<file path="config.mk">
export PLATFORM = sky130hd
export DESIGN_NAME = gesture_sequencer_flat
export DESIGN_NICKNAME = d
export VERILOG_FILES = /design/src/rtl/gesture_sequencer_if.sv /design/src/rtl/gesture_sequencer.sv /design/src/flat_wrapper.sv
export SDC_FILE = /design/constraint.sdc
export NUM_CORES = 1
export LEC_CHECK = 0
export CAP_MARGIN = 5
export CORE_ASPECT_RATIO = 0.7
export CORE_UTILIZATION = 50
export CTS_CLUSTER_DIAMETER = 150
export DETAILED_ROUTE_END_ITERATION = 8
export PLACE_DENSITY = 0.69
export SETUP_SLACK_MARGIN = 0.4
export SLEW_MARGIN = 20
export SYNTH_ARGS = -nofsm -noshare
export SYNTH_HDL_FRONTEND = slang
export SYNTH_SLANG_ARGS = --single-unit
export TNS_END_PERCENT = 1
</file>
<file path="constraint.sdc">
create_clock -name clk -period 5.9 [get_ports clk]
set_clock_uncertainty 0.1 [all_clocks]
set_input_delay 0.59 -clock clk [delete_from_list [all_inputs] [get_ports clk]]
set_output_delay 0.59 -clock clk [all_outputs]
set_load 0.005 [all_outputs]
</file>
<file path="src/rtl/gesture_sequencer_if.sv">
// Gesture request / servo position bundle between the gesture input stage and
// the motion sequencer.
interface gesture_if #(
    parameter int PW_W = 16
);
    logic [7:0]        gesture;
    logic              gesture_valid;
    logic [5*PW_W-1:0] pos;
    logic              busy;
    logic              pending;
    logic              done;

    modport master (
        output gesture, gesture_valid,
        input  pos, busy, pending, done
    );

    modport slave (
        input  gesture, gesture_valid,
        output pos, busy, pending, done
    );
endinterface

</file>
<file path="src/rtl/gesture_sequencer.sv">
// Five-channel servo motion sequencer: gesture code -> slewed pulse-width targets,
// settle hold, one-deep pending buffer. SEQ_STAGGER_EN enables a per-channel start offset.
//
// state    | meaning
// ---------+------------------------------------------------------------
// S_IDLE   | waiting for a gesture request
// S_LOAD   | one cycle: derive targets and step from the active gesture
// S_MOVE   | slew all enabled channels toward target on each tick
// S_SETTLE | hold HOLD_TICKS ticks, then done pulse and next gesture
module gesture_sequencer #(
    parameter int PW_W          = 16,
    parameter int OPEN_US       = 1000,
    parameter int CLOSE_US      = 2000,
    parameter int TICK_DIV      = 50000,
    parameter int STEP_US       = 10,
    parameter int HOLD_TICKS    = 20,
    parameter int STAGGER_TICKS = 5
) (
    input  logic clk,
    input  logic rst,
    gesture_if.slave bus
);

`ifdef SEQ_STAGGER_EN
    localparam int STAGGER_EFF = STAGGER_TICKS;
`else
    localparam int STAGGER_EFF = 0 * STAGGER_TICKS;
`endif

    localparam int TW = (TICK_DIV > 1) ? $clog2(TICK_DIV) : 1;
    localparam int HW = (HOLD_TICKS > 0) ? $clog2(HOLD_TICKS + 1) : 1;
    localparam logic [TW-1:0] TICK_LAST = TW'(TICK_DIV - 1);
    localparam logic [HW-1:0] HOLD_LAST = HW'(HOLD_TICKS);

    typedef enum logic [1:0] {S_IDLE, S_LOAD, S_MOVE, S_SETTLE} state_t;

    state_t            r_state;
    state_t            w_state_nxt;
    logic [TW-1:0]     r_tick_cnt;
    logic [HW-1:0]     r_hold_cnt;
    logic [31:0]       r_move_ticks;
    logic [7:0]        r_active;
    logic [7:0]        r_pend_g;
    logic              r_pending;
    logic [PW_W-1:0]   r_pos    [5];
    logic [PW_W-1:0]   r_target [5];
    logic [PW_W-1:0]   r_step;
    logic [PW_W-1:0]   w_pos_nxt [5];
    logic [PW_W-1:0]   w_speed;
    logic [PW_W-1:0]   w_step;
    logic              w_tick;
    logic              w_all_at;
    logic              w_hold_end;
    logic              w_busy;
    logic              w_done;

    assign w_tick     = (r_tick_cnt == TICK_LAST);
    assign w_hold_end = (r_state == S_SETTLE) && (r_hold_cnt == HOLD_LAST);
    assign w_speed    = PW_W'(r_active[7:5]) + PW_W'(1);
    assign w_step     = PW_W'(STEP_US) * w_speed;

    // Clamp to target whenever the remaining distance is within one step.
    always_comb begin
        w_all_at = 1'b1;
        for (int k = 0; k < 5; k++) begin
            w_pos_nxt[k] = r_pos[k];
            if ((STAGGER_EFF == 0) || (k == 0) || (r_move_ticks >= 32'(k * STAGGER_EFF))) begin
                if (r_pos[k] < r_target[k]) begin
                    if ((r_target[k] - r_pos[k]) > r_step)
                        w_pos_nxt[k] = r_pos[k] + r_step;
                    else
                        w_pos_nxt[k] = r_target[k];
                end else begin
                    if ((r_pos[k] - r_target[k]) > r_step)
                        w_pos_nxt[k] = r_pos[k] - r_step;
                    else
                        w_pos_nxt[k] = r_target[k];
                end
            end
            if (w_pos_nxt[k] != r_target[k])
                w_all_at = 1'b0;
        end
    end

    always_ff @(posedge clk) begin
        if (rst)
            r_state <= S_IDLE;
        else
            r_state <= w_state_nxt;
    end

    always_comb begin
        w_state_nxt = r_state;
        case (r_state)
            S_IDLE:   if (bus.gesture_valid) w_state_nxt = S_LOAD;
            S_LOAD:   w_state_nxt = S_MOVE;
            S_MOVE:   if (w_tick && w_all_at) w_state_nxt = S_SETTLE;
            S_SETTLE: begin
                if (w_hold_end)
                    w_state_nxt = (r_pending || bus.gesture_valid) ? S_LOAD : S_IDLE;
            end
            default:  w_state_nxt = S_IDLE;
        endcase
    end

    always_comb begin
        w_busy = (r_state != S_IDLE);
        w_done = w_hold_end;
    end

    always_ff @(posedge clk) begin
        if (rst) begin
            r_tick_cnt   <= '0;
            r_hold_cnt   <= '0;
            r_move_ticks <= '0;
            r_active     <= '0;
            r_pend_g     <= '0;
            r_pending    <= 1'b0;
            r_step       <= '0;
            for (int k = 0; k < 5; k++) begin
                r_pos[k]    <= PW_W'(OPEN_US);
                r_target[k] <= PW_W'(OPEN_US);
            end
        end else begin
            if (r_state == S_LOAD || w_tick)
                r_tick_cnt <= '0;
            else
                r_tick_cnt <= r_tick_cnt + 1'b1;

            if (r_state != S_SETTLE)
                r_hold_cnt <= '0;
            else if (w_tick && !w_hold_end)
                r_hold_cnt <= r_hold_cnt + 1'b1;

            if (r_state == S_LOAD)
                r_move_ticks <= '0;
            else if (r_state == S_MOVE && w_tick && r_move_ticks != '1)
                r_move_ticks <= r_move_ticks + 1'b1;

            if (r_state == S_LOAD) begin
                r_step <= w_step;
                for (int k = 0; k < 5; k++)
                    r_target[k] <= r_active[k] ? PW_W'(CLOSE_US) : PW_W'(OPEN_US);
            end

            if (r_state == S_MOVE && w_tick) begin
                for (int k = 0; k < 5; k++)
                    r_pos[k] <= w_pos_nxt[k];
            end

            // A request arriving with done goes straight to active only when nothing is queued.
            if (r_state == S_IDLE) begin
                if (bus.gesture_valid)
                    r_active <= bus.gesture;
            end else if (w_done) begin
                if (r_pending) begin
                    r_active  <= r_pend_g;
                    r_pending <= bus.gesture_valid;
                    if (bus.gesture_valid)
                        r_pend_g <= bus.gesture;
                end else if (bus.gesture_valid) begin
                    r_active <= bus.gesture;
                end
            end else if (bus.gesture_valid) begin
                r_pending <= 1'b1;
                r_pend_g  <= bus.gesture;
            end
        end
    end

    genvar g;
    generate
        for (g = 0; g < 5; g++) begin : g_pos
            assign bus.pos[g*PW_W +: PW_W] = r_pos[g];
        end
    endgenerate

    assign bus.busy    = w_busy;
    assign bus.pending = r_pending;
    assign bus.done    = w_done;

endmodule

</file>
<file path="src/flat_wrapper.sv">
// flat-port wrapper written by rule: the top's interface ports become plain ports
module gesture_sequencer_flat 
#(
    parameter int PW_W          = 16,
    parameter int OPEN_US       = 1000,
    parameter int CLOSE_US      = 2000,
    parameter int TICK_DIV      = 50000,
    parameter int STEP_US       = 10,
    parameter int HOLD_TICKS    = 20,
    parameter int STAGGER_TICKS = 5
)
  (clk, rst, bus_gesture, bus_gesture_valid, bus_pos, bus_busy, bus_pending, bus_done);
  gesture_if #(.PW_W(PW_W)) bus_i ();
  input  logic clk;
  input  logic rst;
  input wire logic [$bits(bus_i.gesture)-1:0] bus_gesture;
  input wire logic [$bits(bus_i.gesture_valid)-1:0] bus_gesture_valid;
  output wire logic [$bits(bus_i.pos)-1:0] bus_pos;
  output wire logic [$bits(bus_i.busy)-1:0] bus_busy;
  output wire logic [$bits(bus_i.pending)-1:0] bus_pending;
  output wire logic [$bits(bus_i.done)-1:0] bus_done;
  assign bus_i.gesture = bus_gesture;
  assign bus_i.gesture_valid = bus_gesture_valid;
  assign bus_pos = bus_i.pos;
  assign bus_busy = bus_i.busy;
  assign bus_pending = bus_i.pending;
  assign bus_done = bus_i.done;
  gesture_sequencer #(.PW_W(PW_W), .OPEN_US(OPEN_US), .CLOSE_US(CLOSE_US), .TICK_DIV(TICK_DIV), .STEP_US(STEP_US), .HOLD_TICKS(HOLD_TICKS), .STAGGER_TICKS(STAGGER_TICKS)) u_core (.clk(clk), .rst(rst), .bus(bus_i));
endmodule
</file>
==> reports/metrics.yaml <==
slew_headroom_pct: 34.5
cts_tree: "yes"
fillCellCount: 2948
period_share_pct: 92.7
power_switching_uw: 2800
min_path_type: "flip-flop to flip-flop"
ir_drop_uv: 270
yosysWarnings: 0
drtIter0Drc: 2085
rsz0062_at_grt: "yes"
p_total_uw: 5960
grt_use_total_pct: 32.8
share_seq_of_total_power_pct: 20.4
p_int_uw: 3160
cts_made_buffers: 17
ys_seq_area_share_pct: 22.1
grt_first_pass_wirelength_microns: 86400
post-place-ws_ns: 0.175
drc: 0
hold_path_end: "u_core.r_tick_cnt[0]"
cts_buffer_depth: 2
postSynthAreaPerCell_sq_um: 8.12
routed-via-count: 16600
clock_latency_ns: 0.45
ys_ff_latch: 137
setup_tns_ns: 0
area_delta_synth_final_pct: 14.3
portBuffers: 93
clock-sinks: 137
dp_cells: 2528
syn_area_sq_mm: 0.0165
overflow: 0
ys_types: 100
layout-drive-gt1-share_pct: 8.93
hold_start: "u_core.r_tick_cnt[0]"
dr.pass1.iters: 7
rr_worst_depth: 20
arrival_ns: 5.73
yosysMostFrequentCell: "nor2_1"
synthesis.nets: 2245
postLayoutSetupSlackWorst_ns: 0.429
final-setup-viol-count: 0
hpwl_microns: 42700
crit_required_ns: 6.16
start_util_pct: 50.9
swShare_pct: 46.9
final_cells: 2567
synth_edf_count: 90
hold_depth: 1
p_clk_share_pct: 18.7
setup.worst_path.start_class: "flip-flop"
clk_pin_slew_ns: 0.06
htreeDepth: 4
synth-main-ff-cell: "edfxtp_1"
die_h_microns: 154
detail_route.vias_per_cell: 6.48
yosysTopAreaCell: "edfxtp_1"
max_clock_freq_mhz: 183
async_flop_share_pct: 0
cts-root-buf: "clkbuf_16"
fin_nets: 2341
detail_route.wl_per_cell_microns: 22.0
synth_common_cells: "nor2_1, ha_1, inv_1"
gp_congestion: 0.973
antenna_found_initial: 0
status: "finished, final reports clean"
final_hold_viol_count: 0
timing.setup.critical_path_class: "flip-flop to flip-flop"
drtAntennaViolNets: 0
final-seq-area_sq_mm: 0.00364
p_per_area_mw_per_mm2: 316
fp.coreArea_sq_mm: 0.0324
dieArea_sq_mm: 0.0337
combinationalPowerShare_pct: 60.9
r2r_slack_ns: 0.43
crit_fanout: 4
regToRegStartpoint: "u_core.r_pos[2][3]"
endpoint_kind: "flip-flop"
ios: 94
syn_inst: 2031
drv_cap: 0
wl_microns: 56500
diodes: 0
fin_util_pct: 58.2
post-route-min-period_ns: 5.47
timing.rr.end: "u_core.r_state[0]"
drv_slew: 0
netlist.area_leader.share_pct: 16.4
worstMarginPinSlew_ns: 0.983
grt_pass1_vias: 14800
multi_input_area_sq_mm: 0.0120
synth_area_leaders: "edfxtp_1, ha_1, dfxtp_1"
leakagePower_uw: 0.00741
die_w_microns: 219
num_rows: 55
grt_max_degree: 63
[power groups by stage]
| stage | Clock [uW] | Sequential [uW] | Combinational [uW] |
|---|---|---|---|
| 2_1_floorplan | 0 | 1220 | 2460 |
| 3_3_place_gp | 0 | 1230 | 3390 |
| 3_5_place_dp | 0 | 1230 | 3450 |
| 4_1_cts | 1120 | 1210 | 3480 |
| 5_1_grt | 1150 | 1220 | 3940 |
| 6_report | 1110 | 1220 | 3630 |
[cell type report]
| cell class | count | area share [%] |
|---|---|---|
| multi-input cells | 1649 | 63.8 |
| well taps | 427 | 2.83 |
| repair buffers | 166 | 7.84 |
| flip-flops and latches | 137 | 19.3 |
| clock buffers | 18 | 2.28 |
| clock inverters | 14 | 0.783 |
| inverters | 156 | 3.11 |
[kinds of logic after synthesis]
logic type / count (synthesis) / synth area share, %
xor gates and xnor gates: 122 / 6.48
DFF: 137 / 22.1
adders and majority gates: 203 / 16.1
AOI/OAI and AO/OA: 572 / 24.1
muxes: 30 / 1.85
and+or+nand+nor: 722 / 23.4
buffers and inverters: 245 / 5.96
[layout by cell type (no fill, tap or decap), types with 18 or more instances in the layout]
| cell type | count |
|---|---|
| dfxtp_1 | 47 |
| clkdlybuf4s50_1 | 93 |
| nand2b_1 | 34 |
| nor2_1 | 205 |
| xor2_1 | 43 |
| nor4_1 | 18 |
| buf_4 | 73 |
| o211ai_1 | 18 |
| o21ai_0 | 101 |
| a21o_1 | 36 |
| a211oi_1 | 45 |
| and2_1 | 19 |
| nand2_1 | 111 |
| a31oi_1 | 24 |
| edfxtp_1 | 90 |
| or3_1 | 25 |
| xnor2_1 | 79 |
| a21oi_1 | 119 |
| nor2b_1 | 29 |
| nand3_1 | 46 |
| nor3_1 | 58 |
| or2_2 | 21 |
| nand3b_1 | 24 |
| mux2i_1 | 26 |
| inv_1 | 156 |
| ha_1 | 185 |
| nand4_1 | 38 |
[state kept, by name, summed over array words and instances (netlist names)]
register,cells
u_core.r_hold_cnt,5
u_core.r_state,2
u_core.r_target,10
u_core.r_active,8
u_core.r_tick_cnt,16
u_core.bus.pending,1
u_core.r_step,7
u_core.r_pos,80
u_core.r_pend_g,8
[stage by stage]
stage | area, sq um | hold WS [ns]
2_1_floorplan | 16500 | 0.330
3_3_place_gp | 18100 | 0.345
3_5_place_dp | 18100 | 0.350
4_1_cts | 18700 | 0.365
5_1_grt | 18900 | 0.412
6_report | 18900 | 0.367
[worst max path at each step]
stage / startpoint / end / slack [ns] / cells after the start
floorplan: u_core.r_pos[2][4] / u_core.r_state[0] / 0.80 / 20
global placement: u_core.r_target[3][5] / u_core.r_state[0] / 0.32 / 18
detailed placement: u_core.r_pos[2][3] / u_core.r_state[0] / 0.17 / 21
CTS: u_core.r_target[2][5] / u_core.r_state[0] / 0.41 / 21
global route: u_core.r_pos[2][3] / u_core.r_state[0] / 0.20 / 21
finish: u_core.r_pos[2][3] / u_core.r_state[0] / 0.43 / 20
[what timing repair did]
item,4_1_cts,5_1_grt
resized for setup,7,21
setup buffers,2,5
setup endpoints to repair,2,2
hold buffers,0,0
pin swaps,1,3
[routing by layer]
| metal | wire length [microns] | up-vias | global-route usage [%] |
|---|---|---|---|
| met5 | 0 | - | 0 |
| met4 | 1110 | 0 | 8.04 |
| met3 | 6010 | 80 | 5.48 |
| met2 | 22600 | 912 | 44.7 |
| met1 | 26800 | 7912 | 52.2 |
| li1 | - | 7736 | - |
[worst max-delay path, cell delays in order (launching register included)]
cell and delay [ns]:
edfxtp_1 0.38, inv_1 0.09, ha_1 0.26, nor4b_2 0.19, o311a_1 0.40, nor3b_2 0.20, xnor2_1 0.09, ha_1 0.31
nand4_1 0.11, or4_1 0.50, o21ai_2 0.10, or4b_4 0.51, nor3_4 0.17, a21oi_2 0.12, a221oi_1 0.42, nor2_1 0.13
o21ai_0 0.42, and4b_1 0.28, and4_1 0.24, o22ai_1 0.09, a221oi_2 0.28
(Power assumes the default switching activity.)
